## config.mk

```make
export PLATFORM = sky130hd
export DESIGN_NAME = mul_product_reg
export DESIGN_NICKNAME = d
export VERILOG_FILES = /design/src/rtl/mul_product_reg.sv
export SDC_FILE = /design/constraint.sdc
export NUM_CORES = 1
export LEC_CHECK = 0
export BUFFER_PORTS_ARGS = -buffer_cell sky130_fd_sc_hd__buf_2
export CORE_MARGIN = 5
export CORE_UTILIZATION = 25
export DETAILED_ROUTE_END_ITERATION = 10
export GPL_TIMING_DRIVEN = 0
export PLACE_DENSITY = 0.56
export SLEW_MARGIN = 20
export SYNTH_ARGS = -nofsm -noshare
export SYNTH_HDL_FRONTEND = slang
export SYNTH_SLANG_ARGS = --single-unit
```

## constraint.sdc

```tcl
create_clock -name clk -period 1.65 [get_ports clk]
set_input_delay 0.2475 -clock clk [delete_from_list [all_inputs] [get_ports clk]]
set_output_delay 0.2475 -clock clk [all_outputs]
set_load 0.01 [all_outputs]
```

## src/rtl/mul_product_reg.sv

```systemverilog
// ============================================================================
// Module   : mul_product_reg
// Brief    : Datapath register stage of a shift-add unsigned multiplier.
//            Holds the multiplicand and the combined product/multiplier register.
// Revision : 1.0 - initial release
// ============================================================================
`default_nettype none

module mul_product_reg #(
    parameter int WIDTH = 32
) (
    input  logic                 clk,
    input  logic                 rst,
    input  logic                 load,
    input  logic [WIDTH-1:0]     multiplicand_in,
    input  logic [WIDTH-1:0]     multiplier_in,
    input  logic                 SRL_ctrl,
    input  logic                 w_ctrl,
    input  logic [WIDTH:0]       ADDU_result,
    input  logic                 ready,
    output logic [WIDTH-1:0]     multiplicand,
    output logic [WIDTH-1:0]     product_hi,
    output logic                 LSB,
    output logic [2*WIDTH-1:0]   product,
    output logic                 busy,
    output logic                 done
);

    localparam int CNT_W = $clog2(WIDTH + 1);

    localparam logic [1:0] c_IDLE  = 2'd0;
    localparam logic [1:0] c_SHIFT = 2'd1;
    localparam logic [1:0] c_HOLD  = 2'd2;

    localparam logic [CNT_W-1:0] c_CNT_MAX = CNT_W'(WIDTH);

    logic [1:0]           r_state;
    logic [CNT_W-1:0]     r_shift_cnt;
    logic [WIDTH-1:0]     r_multiplicand;
    logic [2*WIDTH-1:0]   r_product;
    logic                 r_done;

    always_ff @(posedge clk) begin
        if (rst) begin
            r_state        <= c_IDLE;
            r_shift_cnt    <= '0;
            r_multiplicand <= '0;
            r_product      <= '0;
            r_done         <= 1'b0;
        end else begin
            r_done <= 1'b0;
            case (r_state)
                c_IDLE, c_HOLD: begin
                    if (load) begin
                        r_multiplicand <= multiplicand_in;
                        r_product      <= {{WIDTH{1'b0}}, multiplier_in};
                        r_shift_cnt    <= '0;
                        r_state        <= c_SHIFT;
                    end
                end
                c_SHIFT: begin
                    // The carry of the adder becomes the new MSB, so no bits are lost.
                    if (SRL_ctrl && (r_shift_cnt < c_CNT_MAX)) begin
                        if (w_ctrl) begin
                            r_product <= {ADDU_result, r_product[WIDTH-1:1]};
                        end else begin
                            r_product <= {1'b0, r_product[2*WIDTH-1:1]};
                        end
                        r_shift_cnt <= r_shift_cnt + CNT_W'(1);
                    end
                    if (ready) begin
                        r_state <= c_HOLD;
                        r_done  <= 1'b1;
                    end
                end
                default: begin
                    r_state <= c_IDLE;
                end
            endcase
        end
    end

    assign multiplicand = r_multiplicand;
    assign product      = r_product;
    assign product_hi   = r_product[2*WIDTH-1:WIDTH];
    assign LSB          = r_product[0];
    assign busy         = (r_state == c_SHIFT);
    assign done         = r_done;

endmodule

`default_nettype wire
```

==> results of run 1 <==
==> tightest hold or removal path: stages <==
cell	delay [ps]
buf_2	100
nand2_1	40
a21oi_1	50
==> metal layers <==
layer / part of all wire / GRT usage
met1: 0.45 / 0.1851
met2: 0.46 / 0.2446
met3: 0.070 / 0.03586
met4: 0.018 / 0.05538
met5: 0.0023 / 0
==> cells in the final DEF, fill, tap and decap left out, types with 2 or more instances in the layout <==
cell type / count
buf_6: 4
nand4_1: 33
nand3_1: 38
clkbuf_1: 21
o2111ai_1: 2
buf_1: 3
inv_1: 2
nor3_1: 33
clkbuf_2: 3
mux2_2: 32
bufinv_16: 3
nand2_1: 129
clkbuf_16: 9
a311oi_1: 31
buf_2: 254
or3_1: 3
buf_4: 43
mux2i_1: 3
dfxtp_2: 2
nor2_1: 3
dfxtp_1: 103
clkinvlp_4: 2
nand2b_1: 2
a21oi_1: 66
==> final cells by class <==
cell class	instances	area [um^2]
Fill cell	2145	12540
Inverter	3	13.76
Multi-Input combinational cell	386	2192
Clock inverter	5	105.1
Timing Repair Buffer	236	1191
Sequential cell	105	2105
Tap cell	265	331.6
Buffer	92	564.3
Clock buffer	10	229.0
==> through the flow <==
step | hold slack (ps) | cell area, um^2 | total power, mW
6_report | 127.9 | 6731 | 6.233
5_1_grt | 110.3 | 6731 | 6.541
4_1_cts | 108.0 | 6708 | 6.331
3_5_place_dp | 443.0 | 6347 | 3.825
3_3_place_gp | 439.6 | 6347 | 3.824
2_1_floorplan | 383.5 | 4855 | 3.379
==> flip-flops by register name, summed over array words and instances, names as in the netlist <==
register / count
r_shift_cnt: 6
multiplicand: 32
product: 64
done: 1
r_state: 2
==> power breakdown <==
group	internal, mW	total [mW]	switching (mW)
clock	1.48	2.46	0.984
sequential	2.67	2.76	0.0922
combinational	0.430	1.01	0.581
total	4.58	6.23	1.66
==> path summary, 6_finish.rpt <==
kind | endpoint | slack [ps] | cells past startpoint
hold / removal | multiplicand[7]$_SDFFE_PP0P_ | 130 | 3
setup / recovery | busy | 80 | 5
hold reg to reg | multiplicand[0]$_SDFFE_PP0P_ | 450 | 2
setup reg to reg | multiplicand[30]$_SDFFE_PP0P_ | 150 | 7
==> timing repair <==
item / 4_1_cts / 5_1_grt
hold buffers: 0 / 0
buffers inserted: 0 / 4
endpoints found under the setup margin: 45 / 63
pin swaps: 0 / 2
gates resized for setup: 9 / 8
==> cell usage after synthesis, drive strengths merged, types with 3 or more instances <==
cell and count:
nand2 129, dfxtp 105, buf 70, a21oi 66
nand3 38, nand4 33, nor3 33, mux2 32
a311oi 31, clkbuf 23, inv 3, mux2i 3
nor2 3, or3 3
==> logic make-up (layout without fill, tap and decap cells) <==
family,Yosys count,count (layout),share of synthesized area
adders and majority gates,1,1,0.002577
DFF,105,105,0.4330
and+or+nand+nor,245,245,0.2317
muxes,35,35,0.08041
AOI/OAI and AO/OA,104,104,0.1351
buffers and inverters,96,346,0.1155
xor gates and xnor gates,1,1,0.001804
==> results.py, run 1 <==
metrics = {
    "logic_synthesis": {
        "yosys_warnings": 0,
        "ys_seq_elements": 105,
        "synth_area_leaders": "dfxtp_1 (43%), nand2_1 (10%), mux2_2 (7.4%)",
        "syn_inst": 587,
        "ys.flop_type": "dfxtp_1",
        "async_flop_share": 0,
        "synth_edf_count": 0,
        "synthDominantCellAreaShare": 0.4330,
        "ys_seq_area_frac": 0.4330,
        "syn-num-nets": 691,
        "synth.distinct_cells": 31,
        "avgSynthCellArea_um2": 8.270,
        "netlist_area_um2": 4855,
        "synth.largest_area_cell": "dfxtp_1",
    },
    "timing": {
        "setup_violations": 0,
        "relSlewSlack": 0.5409,
        "fin_skew_ps": 11.24,
        "rsz0062_at_grt": "no",
        "setup_ws_ps": 84.35,
        "min_period_ps": 1566,
        "finalMaxSlewViolations": 0,
        "fin_crit_sh": 0.9489,
        "max_freq_mhz": 638.7,
        "hold_viol": 0,
        "worstMarginPinSlew_ps": 688.7,
        "setup-tns-final_ps": 0,
    },
    "final_layout": {
        "finish.utilization": 0.3493,
        "nNetsFinal": 937,
        "fin_cells": 1102,
        "area_growth_pct": 38.66,
        "drive_gt1_frac": 0.4229,
        "n_antenna_cell": 0,
    },
    "floorplan": {
        "dieArea_um2": 22310,
        "fp.coreArea_um2": 19270,
        "die_y_um": 149.4,
        "initial_core_util": 0.2519,
        "rows": 51,
        "boundaryPins": 234,
        "die_w_um": 149.4,
    },
    "global_route": {
        "antenna_found_initial": 2,
        "grt_use_total": 0.1473,
        "gr-total-overflow": 0,
        "grt_pass1_wl_um": 26130,
        "grt_pass1_vias": 4850,
        "grt_max_degree": 17,
    },
    "routing": {
        "via_per_inst": 4.646,
        "wl_per_cell_um": 15.46,
        "drt-total-wl_um": 17040,
        "vias": 5120,
        "ant_nets": 0,
        "drt-initial-drc-count": 190,
        "drtPass1Iterations": 4,
        "drc": 0,
    },
    "pwr": {
        "power.leakage_nw": 3.123,
        "powerDensity_nw_per_um2": 925.9,
        "vdd_drop_max_uv": 432.8,
    },
    "clock_network": {
        "tritoncts": "done",
        "clkSlewWorstSetupHoldPaths_ps": 70,
        "cts-htree-levels": 3,
        "cts.root.buffer_cell": "clkbuf_16",
        "cts_buffers": 9,
        "cts.sinks": 105,
        "clk_path_buf_depth": 2,
        "insertion_delay_ps": 350,
    },
    "setup_path": {
        "max_stage_delay_ps": 340,
        "cp_num_buf_inv": 4,
        "crit_family": "buffers and inverters",
        "worstPathRequired_ps": 1400,
        "start_kind": "register",
        "critPathArrivalTime_ps": 1320,
        "crit_slowest_cell": "dfxtp_2",
        "end_kind": "output pin",
        "startpoint": "r_state[1]$_SDFFE_PP0P_",
        "crit_type": "reg -> out",
        "crit_chain": "nand2b_1 -> buf_4 -> inv_4 -> buf_8 -> buf_2",
        "worstPathMaxFanout": 8,
        "reg2reg_from": "r_state[0]$_SDFFE_PP0P_",
    },
    "hold_path": {
        "hp-class": "in -> reg",
        "min_from": "multiplicand_in[7]",
    },
    "place": {
        "io_buffers": 232,
        "dp_cells": 1084,
        "gp_congestion": 0.7833,
        "post-dp-hpwl_um": 13030,
        "dpl_worst_slack_ps": -117.3,
    },
    "outcome": {
        "status": "completed",
    },
    "job": {
        "cap_violations": 0,
    },
}
Power figures use the tool's default switching activity.
==> inputs of run 2 (changes only) <==
ABC_AREA = 1   (was unset)
GPL_TIMING_DRIVEN = unset   (was 0)
==> results.py, run 2 <==
metrics = {
    "outcome": {
        "status": "completed",
    },
    "global_route": {
        "grt_pass1_wl_um": 23080,
        "grt_pass1_vias": 4507,
        "grt_use_total": 0.1277,
        "gr-total-overflow": 0,
        "antenna_found_initial": 0,
        "grt_max_degree": 98,
    },
    "place": {
        "placed_area_um2": 5927,
        "post-dp-hpwl_um": 9606,
        "io_buffers": 233,
        "gp_congestion": 0.7229,
    },
    "final_layout": {
        "fillers": 2075,
        "final_area_um2": 6290,
        "layout_commonest_cell": "buf_2",
        "n_antenna_cell": 0,
        "nNetsFinal": 966,
        "finish.utilization": 0.3351,
        "layout_common_cells": "buf_2 (233), nand2_1 (138), nor2_1 (137), dfxtp_1 (105), o21ai_0 (89)",
        "drive_gt1_frac": 0.3106,
        "area_growth_pct": 31.39,
        "largest_reg_flops": 64,
    },
    "logic_synthesis": {
        "synth.distinct_cells": 22,
        "netlist_area_um2": 4787,
        "synth.largest_area_cell": "dfxtp_1",
        "syn-num-nets": 788,
        "syn_inst": 684,
        "ys_seq_area_frac": 0.4391,
        "synth_area_leaders": "dfxtp_1 (44%), nand2_1 (11%), nor2_1 (11%)",
        "avgSynthCellArea_um2": 6.999,
        "ys_top_cells_by_count": "nand2_1 (138), nor2_1 (137), dfxtp_1 (105), o21ai_0 (89), inv_1 (39)",
        "yosysMostFrequentCell": "nand2_1",
        "yosys_warnings": 0,
        "synth_edf_count": 0,
        "async_flop_share": 0,
        "ys_seq_elements": 105,
        "ys.flop_type": "dfxtp_1",
        "synthDominantCellAreaShare": 0.4391,
    },
    "clock_network": {
        "cts.sinks": 105,
        "tritoncts": "done",
        "clkSlewWorstSetupHoldPaths_ps": 70,
        "insertion_delay_ps": 340,
        "cts.root.buffer_cell": "clkbuf_16",
        "clk_path_buf_depth": 2,
        "cts_buffers": 9,
        "cts-htree-levels": 3,
    },
    "routing": {
        "via_per_inst": 4.361,
        "drt-initial-drc-count": 218,
        "vias": 4797,
        "ant_nets": 0,
        "wl_per_cell_um": 13.26,
        "drc": 0,
        "drt-total-wl_um": 14590,
        "drtPass1Iterations": 4,
    },
    "floorplan": {
        "fp.coreArea_um2": 18770,
        "boundaryPins": 234,
        "die_y_um": 148.4,
        "dieArea_um2": 22020,
        "die_w_um": 148.4,
        "initial_core_util": 0.2551,
        "rows": 50,
    },
    "setup_path": {
        "worstPathMaxFanout": 15,
        "worstPathRequired_ps": 1400,
        "crit_type": "reg -> out",
        "end_kind": "output pin",
        "max_stage_delay_ps": 360,
        "start_kind": "register",
        "crit_family": "buffers and inverters",
        "crit_chain": "inv_2 -> nor2_4 -> buf_12 -> buf_2",
        "cp_num_buf_inv": 3,
        "crit_slowest_cell": "dfxtp_1",
        "critPathArrivalTime_ps": 1270,
    },
    "timing": {
        "hold_viol": 0,
        "rsz0062_at_grt": "no",
        "fin_skew_ps": 6.769,
        "max_freq_mhz": 661.1,
        "finalMaxSlewViolations": 0,
        "fin_crit_sh": 0.9168,
        "setup-tns-final_ps": 0,
        "relSlewSlack": 0.6736,
        "worstMarginPinSlew_ps": 489.6,
        "min_period_ps": 1513,
        "setup_violations": 0,
    },
    "pwr": {
        "vdd_drop_max_uv": 429.9,
        "powerDensity_nw_per_um2": 1009,
        "power.leakage_nw": 3.246,
    },
    "job": {
        "cap_violations": 0,
    },
    "hold_path": {
        "hp-class": "in -> reg",
    },
}
-- run 2: cell count changes in the layout (fill, tap and decap cells not counted), moves of 28 or more --
cell / before / now
buf_4: 43 / 6
a311oi_1: 31 / 0
nand3_1: 38 / 4
o21ai_0: 1 / 89
nor3_1: 33 / 0
nand4_1: 33 / 2
a21oi_1: 66 / 38
nor2_1: 3 / 137
inv_1: 2 / 39
o211ai_1: 0 / 31
mux2_2: 32 / 0
-- run 2: path summary, 6_finish.rpt --
path | from | to | slack, ps | depth (start not counted)
setup / recovery | r_state[0]$_SDFFE_PP0P_ | busy | 140 | 4
hold / removal | multiplicand_in[21] | multiplicand[21]$_SDFFE_PP0P_ | 120 | 3
setup reg to reg | r_state[0]$_SDFFE_PP0P_ | product[34]$_SDFFE_PP0P_ | 180 | 7
hold reg to reg | r_shift_cnt[5]$_SDFFE_PP0P_ | r_shift_cnt[5]$_SDFFE_PP0P_ | 450 | 2
-- run 2: timing repair --
item / 4_1_cts / 5_1_grt
hold buffers: 0 / 0
cloned: 1 / 1
buffers inserted: 0 / 1
pin swaps: 0 / 1
setup endpoints to repair: 1 / 1
gates resized for setup: 0 / 1
-- run 2: stage by stage --
step,hold WS [ps],cells,power [mW],setup WS (ps)
after global routing,103.2,1100,6.795,23.40
after floorplan,316.6,684,3.737,442.9
final,116.3,1100,6.346,137.3
after global placement,439.6,1082,4.225,284.1
after CTS,92.91,1098,6.486,11.61
after detailed placement,442.0,1082,4.229,250.8
-- run 2: cells by family (layout without fill, tap and decap cells) --
family                     after synthesis  in the layout  synth area share
buffers and inverters                  123            305            0.1333
adders and majority gates                1              1          0.002613
AOI/OAI and AO/OA                      169            169            0.1934
DFF                                    105            105            0.4391
and+or+nand+nor                        286            286            0.2316
-- run 2: layout make-up --
class	instances	area, um^2	share of cell area
Clock inverter	6	65.06	0.01034
Tap cell	234	292.8	0.04655
Timing Repair Buffer	247	1396	0.2220
Sequential cell	105	2102	0.3342
Inverter	43	161.4	0.02566
Clock buffer	9	225.2	0.03581
Multi-Input combinational cell	456	2047	0.3254
-- run 2: worst min-delay path: stages --
cell and delay (ps):
buf_2 70, nor2_1 30, nor2_1 80
-- run 2: report_power, final --
group          switching [mW]  internal (mW)  leakage (nW)
combinational           0.748          0.533          2.24
clock                   0.980           1.18         0.142
sequential              0.158           2.75         0.868
-- run 2: per-layer routing --
metal	up-vias	GRT usage	wire (um)
li1	2518	-	-
met5	-	0	0
met4	0	0.03880	161
met1	2123	0.1647	6731
met3	10	0.03077	905
met2	146	0.2119	6787
